--- config.mk ---
export PLATFORM = sky130hd
export DESIGN_NAME = register_formatter
export DESIGN_NICKNAME = d
export VERILOG_FILES = /design/src/rtl/register_formatter.sv
export SDC_FILE = /design/constraint.sdc
export NUM_CORES = 1
export LEC_CHECK = 0
export CAP_MARGIN = 20
export CORE_MARGIN = 2
export CORE_UTILIZATION = 53
export CTS_BUF_LIST = sky130_fd_sc_hd__clkbuf_2
export DETAILED_ROUTE_END_ITERATION = 8
export PLACE_DENSITY = 0.91
export SYNTH_ARGS = -nofsm -noshare
export SYNTH_HDL_FRONTEND = slang
export SYNTH_SLANG_ARGS = --single-unit
--- constraint.sdc ---
create_clock -name clk_in -period 4 [get_ports clk_in]
set_clock_uncertainty 0.15 [all_clocks]
set_input_delay 0.8 -clock clk_in [delete_from_list [all_inputs] [get_ports clk_in]]
set_output_delay 0.8 -clock clk_in [all_outputs]
set_load 0.01 [all_outputs]
--- src/rtl/register_formatter.sv ---
// register_formatter
// Converts a 5-bit register number (0-31) into an ASCII character stream:
// optional prefix, two decimal digits (always with a leading zero), and an
// optional terminator. Digits are produced by repeated subtraction of 10.
//
// Optional feature macro: REGISTER_FORMATTER_PREFIX_EN
//   defined   -> PREFIX state present, PREFIX_CHAR emitted before the digits
//   undefined -> PREFIX state absent, PREFIX_CHAR unused
//
// Handshakes: a request is taken on a rising edge where valid_in && ready_out;
// a character is taken on a rising edge where ascii_valid_out &&
// ascii_ready_in. ascii_out holds stable while the character is not taken.
// All outputs decode from registered state only, so none of them depends
// combinationally on ascii_ready_in.
module register_formatter #(
  parameter logic [7:0] PREFIX_CHAR = 8'h78
) (
  input  logic       clk_in,
  input  logic       rst_n_in,
  input  logic       valid_in,
  input  logic [4:0] register_in,
  input  logic [1:0] sep_sel_in,
  output logic       ready_out,
  output logic [7:0] ascii_out,
  output logic       ascii_valid_out,
  input  logic       ascii_ready_in,
  output logic       busy_flag,
  output logic       done_flag
);

  typedef enum logic [2:0] {
    IDLE    = 3'd0,
    CONVERT = 3'd1,
`ifdef REGISTER_FORMATTER_PREFIX_EN
    PREFIX  = 3'd2,
`endif
    TENS    = 3'd3,
    ONES    = 3'd4,
    SEP     = 3'd5,
    DONE    = 3'd6
  } state_t;

  state_t     state_q;
  state_t     state_d;
  logic [4:0] rem_q;   // latched register, reduced to the ones digit
  logic [1:0] tens_q;  // tens digit, at most 3
  logic [1:0] sep_q;   // latched terminator select

  logic       char_taken;
  assign char_taken = ascii_valid_out && ascii_ready_in;

`ifndef REGISTER_FORMATTER_PREFIX_EN
  // The prefix character only matters when the prefix state exists.
  logic unused_prefix;
  assign unused_prefix = ^PREFIX_CHAR;
`endif

  // State register; reset aborts any sequence in progress.
  always_ff @(posedge clk_in or negedge rst_n_in) begin
    if (!rst_n_in) state_q <= IDLE;
    else           state_q <= state_d;
  end

  // Datapath: latch on accept, then subtract tens during CONVERT.
  always_ff @(posedge clk_in or negedge rst_n_in) begin
    if (!rst_n_in) begin
      rem_q  <= 5'd0;
      tens_q <= 2'd0;
      sep_q  <= 2'd0;
    end else if (state_q == IDLE && valid_in) begin
      rem_q  <= register_in;
      tens_q <= 2'd0;
      sep_q  <= sep_sel_in;
    end else if (state_q == CONVERT && rem_q >= 5'd10) begin
      rem_q  <= rem_q - 5'd10;
      tens_q <= tens_q + 2'd1;
    end
  end

  // Next-state logic; character states advance only when the char is taken.
  always_comb begin
    state_d = state_q;
    case (state_q)
      IDLE:    if (valid_in) state_d = CONVERT;
      CONVERT: begin
        if (rem_q < 5'd10) begin
`ifdef REGISTER_FORMATTER_PREFIX_EN
          state_d = PREFIX;
`else
          state_d = TENS;
`endif
        end
      end
`ifdef REGISTER_FORMATTER_PREFIX_EN
      PREFIX:  if (char_taken) state_d = TENS;
`endif
      TENS:    if (char_taken) state_d = ONES;
      ONES:    if (char_taken) state_d = (sep_q == 2'b00) ? DONE : SEP;
      SEP:     if (char_taken) state_d = DONE;
      DONE:    state_d = IDLE;
      default: state_d = IDLE;
    endcase
  end

  // Output decode from registered state and latched data.
  always_comb begin
    ready_out       = 1'b0;
    ascii_out       = 8'h00;
    ascii_valid_out = 1'b0;
    busy_flag       = 1'b1;
    done_flag       = 1'b0;
    case (state_q)
      IDLE: begin
        ready_out = 1'b1;
        busy_flag = 1'b0;
      end
`ifdef REGISTER_FORMATTER_PREFIX_EN
      PREFIX: begin
        ascii_valid_out = 1'b1;
        ascii_out       = PREFIX_CHAR;
      end
`endif
      TENS: begin
        ascii_valid_out = 1'b1;
        ascii_out       = 8'h30 + {6'd0, tens_q};
      end
      ONES: begin
        ascii_valid_out = 1'b1;
        ascii_out       = 8'h30 + {3'd0, rem_q};
      end
      SEP: begin
        ascii_valid_out = 1'b1;
        case (sep_q)
          2'b01:   ascii_out = 8'h20;
          2'b10:   ascii_out = 8'h2C;
          2'b11:   ascii_out = 8'h0A;
          default: ascii_out = 8'h00;
        endcase
      end
      DONE: done_flag = 1'b1;
      default: ;
    endcase
  end

endmodule

==> metrics.yaml, run 1 <==
cts_buffers: 3
synth_top_family_by_area: "simple AND/OR/NAND/NOR gates"
rsz0062_at_grt: "no"
cts_tree: "yes"
wl_met2_um: 1010
io_buffers: 21
ant_nets: 0
synth.area.top_cells: "dfrtp_1, ha_1, nand2_1, o21ai_0, mux2i_1"
powerDensity_mw_per_mm2: 763
hold_viol_final: 0
wl_per_cell_um: 14.8
fin_setup_tns_ns: 0
endpoint_kind: "primary output"
die_y_um: 44.5
synthAdderAreaFrac_pct: 8.65
syn2layout_area_growth_pct: 25.2
diodes: 0
wl_um: 2020
syn_avg_cell_area_sq_um: 8.68
cp.arrival_ns: 2.25
synth_cell_types: 33
yosysSeqAreaShare_pct: 34.6
cp_slowest_cell: "dfrtp_1"
synth-simple-area-share_pct: 27.5
post_cts_resized: 0
postPlaceCellArea_sq_mm: 0.00107
p_leak_nw: 0.479
initial_utilization_pct: 57.0
highest_layer: "met4"
wl_met1_um: 852
clk_pin_slew_worst_paths_ns: 0.12
drc: 0
setup_viol: 0
yosysTopAreaCell: "dfrtp_1"
netlist_instances: 100
critPathMaxStageDelay_ns: 0.69
period_needed_ns: 3.20
clock-root-buffer: "clkbuf_2"
slew-limit-headroom_pct: 58.2
hp-class: "register to register"
synth_compound_area_share_pct: 18.9
first_pass_iters: 4
stdcell_area_sq_mm: 0.00109
path_cells: "nand2_1 > or2_2 > o21ai_0 > o21bai_1 > clkdlybuf4s50_1"
hpwl_um: 1500
cp.required_ns: 3.05
syn_nets: 117
clk_latency_ns: 0.27
cp_top_family: "flip-flops"
gp_congestion: 0.901
setup.worst_path.class: "register to primary output"
grt_pass1_vias: 762
drive_gt1_share_pct: 9.17
ios: 23
fmax_mhz: 312
rows: 14
async_flop_share_pct: 100
critPathMaxFanout: 15
start_kind: "register"
die-area_sq_mm: 0.00198
grt_overflow: 0
post_cts_buffers: 0
maxSlewViolCount: 0
muxShareOfSynthArea_pct: 3.46
fin_nets: 138
ys_warn_count: 0
antenna_found_initial: 0
cts_htree_levels: 1
viasPerCell: 5.93
vdd_drop_max_mv: 0.406
wl_met3_um: 129
drt_iter0_markers: 31
n_fill_cell: 108
path_buf_inv: 1
finalCritPeriodShare_pct: 80.0
synth_xor_area_share_pct: 0
grt_pass1_wl_um: 3400
die_x_um: 44.5
vias: 807
max_slew.worst_pin.slew_ns: 0.624
grt_max_degree: 16
status: "complete, no violations"
ctsLongestPathBuffers: 2
drv_cap: 0
syn-cell-area_sq_um: 868
core_sq_mm: 0.00152
netlist.area_leader.share_pct: 34.6
clkSinkCount: 12
synth-seq-cells: 12
cts_hold_buffers: 0
synth-main-ff-cell: "dfrtp_1"
synth_edf_count: 0
grtUsageTotal_pct: 24.2
## path summary, 6_finish.rpt
kind / startpoint / endpoint / slack [ns] / cells after the start
max: state_q[0] / ascii_out[5] / 0.80 / 5
min: tens_q[1] / tens_q[1] / 0.35 / 1
max reg2reg: state_q[0] / tens_q[1] / 2.18 / 4
min reg2reg: tens_q[1] / tens_q[1] / 0.35 / 1
max in group asynchronous: rst_n_in / rem_q[4] / 2.60 / 1
min in group asynchronous: rst_n_in / rem_q[3] / 0.72 / 1
## final cells by class
class	count	area [sq um]	area share, %
clock buffers	3	15.0	1.38
flip-flops and latches	12	300	27.6
well taps	16	20.0	1.84
multi-input cells	76	512	47.1
clock inverters	1	3.75	0.345
inverters	7	26.3	2.42
repair buffers	21	210	19.3
## cells in the final DEF, fill, tap and decap left out, types with 2 or more instances in the layout
cell type	n
a31oi_1	2
dfrtp_1	12
o211ai_1	2
nand3_1	3
or3_1	2
o31ai_1	2
nor2_1	8
inv_1	7
clkdlybuf4s50_1	21
o22ai_1	2
o21ai_0	10
nand2_1	17
nand2b_1	2
ha_1	6
mux2i_1	3
clkbuf_2	3
## worst reg2reg max path, cell delays in order (launching register included)
cell and delay (ns):
dfrtp_1 0.69, nor3b_4 0.37, o31ai_2 0.19, o211ai_1 0.20
o31ai_1 0.09
## layer usage
layer	track usage, %	vias up
li1	-	385
met4	7.88	0
met2	42.0	34
met1	27.2	382
met3	8.98	6
met5	0	-
## registers in the layout (all words and copies together) (netlist names)
signal   count
sep_q        2
tens_q       2
rem_q        5
state_q      3
## power breakdown
group,switching [W],internal [W]
sequential,0.000105,0.000179
combinational,0.000238,0.000245
clock,0.0000405,0.0000217
## stage by stage
step / std cells / hold slack (ns) / utilization (%) / worst slack (ns) / power, W
final: 136 / 0.355 / 71.3 / 0.798 / 0.000830
after global routing: 136 / 0.370 / 71.3 / 0.690 / 0.000904
after CTS: 136 / 0.359 / 71.3 / 0.820 / 0.000824
after detailed placement: 132 / 0.343 / 70.1 / 1.15 / 0.000758
after global placement: 132 / 0.329 / 70.1 / 1.20 / 0.000729
after floorplan: 100 / 0.305 / - / 1.84 / 0.000589
## cell usage after synthesis, types with 2 or more instances
master and number:
o31ai_1 2, buf_4 2, o211ai_1 2, buf_2 3
dfrtp_1 12, nand2_1 17, or3_1 2, o22ai_1 2
nor2_1 8, nand3_1 3, ha_1 6, nand2b_1 2
mux2i_1 3, a31oi_1 2, o21ai_0 10, inv_1 7
## cell families after synthesis
logic type | after synthesis
and+or+nand+nor | 42
AOI/OAI and AO/OA | 24
buffers and inverters | 12
DFF | 12
adders and majority gates | 6
muxes | 3
other | 1
No activity file was read; power rests on OpenSTA's default activity.
==> inputs of run 2 (changes only) <==
CORE_UTILIZATION = 49   (was 53)
PLACE_DENSITY = 0.86   (was 0.91)
clock period = 3.1 ns   (was 4 ns; I/O delays follow)
==> metrics.yaml, run 2 (same netlist as run 1, synthesis figures left out) <==
drc: 0  # unchanged
syn2layout_area_growth_pct: 25.1  # was 25.2%
postPlaceCellArea_sq_mm: 0.00107  # about the same
cp.required_ns: 2.33  # was 3.05 ns
reg2reg_from: "rem_q[1]"  # was state_q[0]
cts_buffers: 3  # unchanged
critPathMaxStageDelay_ns: 0.56  # was 0.69 ns
clkSinkCount: 12  # unchanged
wl_um: 1940  # was 2020 um
fmax_mhz: 349
grt_pass1_wl_um: 3130  # was 3400 um
maxSlewViolCount: 0  # unchanged
vdd_drop_max_mv: 0.505  # was 0.406 mV
drv_cap: 0  # unchanged
hold_viol_final: 0  # unchanged
period_needed_ns: 2.87
reg2regPathDepth: 6  # was 4
ant_nets: 0  # unchanged
final_common_cell: "clkdlybuf4s50_1"  # unchanged
clk_latency_ns: 0.26  # was 0.27 ns
diodes: 0  # unchanged
hp-start: "tens_q[0]"  # was tens_q[1]
layout_common_cells: "clkdlybuf4s50_1, nand2_1, dfrtp_1"  # unchanged
first_pass_iters: 4  # unchanged
ios: 23  # unchanged
largest_reg_flops: 5  # unchanged
cp_slowest_cell: "dfrtp_1"  # unchanged
die_x_um: 46.1  # was 44.5 um
grtUsageTotal_pct: 20.8  # was 24.2%
drive_gt1_share_pct: 10.1  # was 9.17%
grt_max_degree: 16  # unchanged
whs_ns: 0.355  # about the same
status: "complete, no violations"  # unchanged
holdPathEnd: "tens_q[0]"  # was tens_q[1]
setup_viol: 0  # unchanged
core_sq_mm: 0.00169  # was 0.00152 sq mm
start_kind: "register"  # unchanged
vias: 811  # was 807
cts_htree_levels: 1  # unchanged
reg2reg_slack_ns: 1.32  # was 2.18 ns
stdcell_area_sq_mm: 0.00109  # about the same
top_regs: "rem_q x5, state_q x3"  # unchanged
powerDensity_mw_per_mm2: 967  # was 763 mW/mm^2
endpoint_kind: "primary output"  # unchanged
hp-class: "register to register"  # unchanged
gp_congestion: 0.855  # was 0.901
cts_hold_buffers: 0  # unchanged
die_y_um: 46.1  # was 44.5 um
cp.arrival_ns: 2.10  # was 2.25 ns
grt_overflow: 0  # unchanged
cts_tree: "yes"  # unchanged
worst_r2r_endpoint: "rem_q[1]"  # was tens_q[1]
ctsLongestPathBuffers: 2  # unchanged
finalCritPeriodShare_pct: 92.5
path_cells: "nand2_1 > or2_2 > o21ai_0 > o21bai_1 > clkdlybuf4s50_1"  # unchanged
critPathMaxFanout: 11  # was 15
n_fill_cell: 149  # was 108
p_leak_nw: 0.477  # was 0.479 nW
antenna_found_initial: 0  # unchanged
drt_iter0_markers: 27  # was 31
rsz0062_at_grt: "no"  # unchanged
grt_pass1_vias: 709  # was 762
wl_per_cell_um: 14.3  # was 14.8 um
top_register: "rem_q"  # unchanged
max_slew.worst_pin.slew_ns: 0.598  # was 0.624 ns
clock-root-buffer: "clkbuf_2"  # unchanged
setup.worst_path.class: "register to primary output"  # unchanged
hold_depth: 1  # unchanged
slew-limit-headroom_pct: 59.9  # was 58.2%
clk_pin_slew_worst_paths_ns: 0.11  # was 0.12 ns
rows: 15  # was 14
post_cts_buffers: 0  # unchanged
fin_setup_tns_ns: 0  # unchanged
initial_utilization_pct: 51.4  # was 57.0%
die-area_sq_mm: 0.00212  # was 0.00198 sq mm
viasPerCell: 5.96  # was 5.93
hpwl_um: 1440  # was 1500 um
fin_nets: 138  # unchanged
io_buffers: 21  # unchanged
[run 2: cell types whose count changed in the layout (fill, tap and decap cells not counted)]
cell      before  now
dfrtp_1       12   11
clkinv_1       1    0
dfrtp_2        0    1
[run 2: worst max-delay path, delay by kind of cell, from the launching register on]
kind,cells,cell delay [ns]
buf+inv,1,0.55
compound gates,2,0.26
flops,1,0.56
simple gates,2,0.47
[run 2: through the flow]
stage,cells,setup WS (ns),utilization (%),power [W]
6_report,136,0.233,64.3,0.00105
3_3_place_gp,133,0.535,63.3,0.000941
3_5_place_dp,133,0.449,63.3,0.000969
2_1_floorplan,100,1.12,-,0.000760
4_1_cts,136,0.139,64.2,0.00105
5_1_grt,136,0.106,64.3,0.00114
[run 2: layout make-up]
class	count	area, sq um	share of cell area, %
multi-input combinational	76	512	47.1
sequential	12	302	27.8
timing repair buffer	21	210	19.4
inverter	7	26.3	2.42
tap	17	21.3	1.96
clock buffer	3	15.0	1.38
[run 2: power breakdown]
part / internal [W] / switching [W] / total, W
clock network: 0.0000264 / 0.0000491 / 0.0000755
registers: 0.000233 / 0.000131 / 0.000363
logic: 0.000314 / 0.000297 / 0.000611
total: 0.000573 / 0.000477 / 0.00105
[run 2: timing repair]
item | 4_1_cts | 5_1_grt
resized for setup | 0 | 1
hold endpoints to repair | 0 | 0
setup endpoints to repair | 0 | 1
[run 2: worst max-delay path by stage]
stage / startpoint / endpoint / slack [ns] / depth (start not counted)
after CTS: state_q[0] / ascii_out[5] / 0.14 / 5
after floorplan: state_q[1] / ascii_out[5] / 1.12 / 5
final: state_q[1] / ascii_out[5] / 0.23 / 5
after global routing: state_q[1] / ascii_out[5] / 0.11 / 5
after detailed placement: state_q[0] / ascii_out[5] / 0.45 / 5
after global placement: state_q[0] / ascii_out[5] / 0.53 / 5
[run 2: metal layers]
metal | global-route usage [%] | wire length (um) | vias to the layer above | part of all wire [%]
li1 | - | - | 384 | -
met2 | 31.4 | 884 | 41 | 46
met5 | 0 | 0 | - | 0
met1 | 27.1 | 869 | 376 | 45
met4 | 10.9 | 55 | 0 | 2.8
met3 | 5.49 | 131 | 10 | 6.8
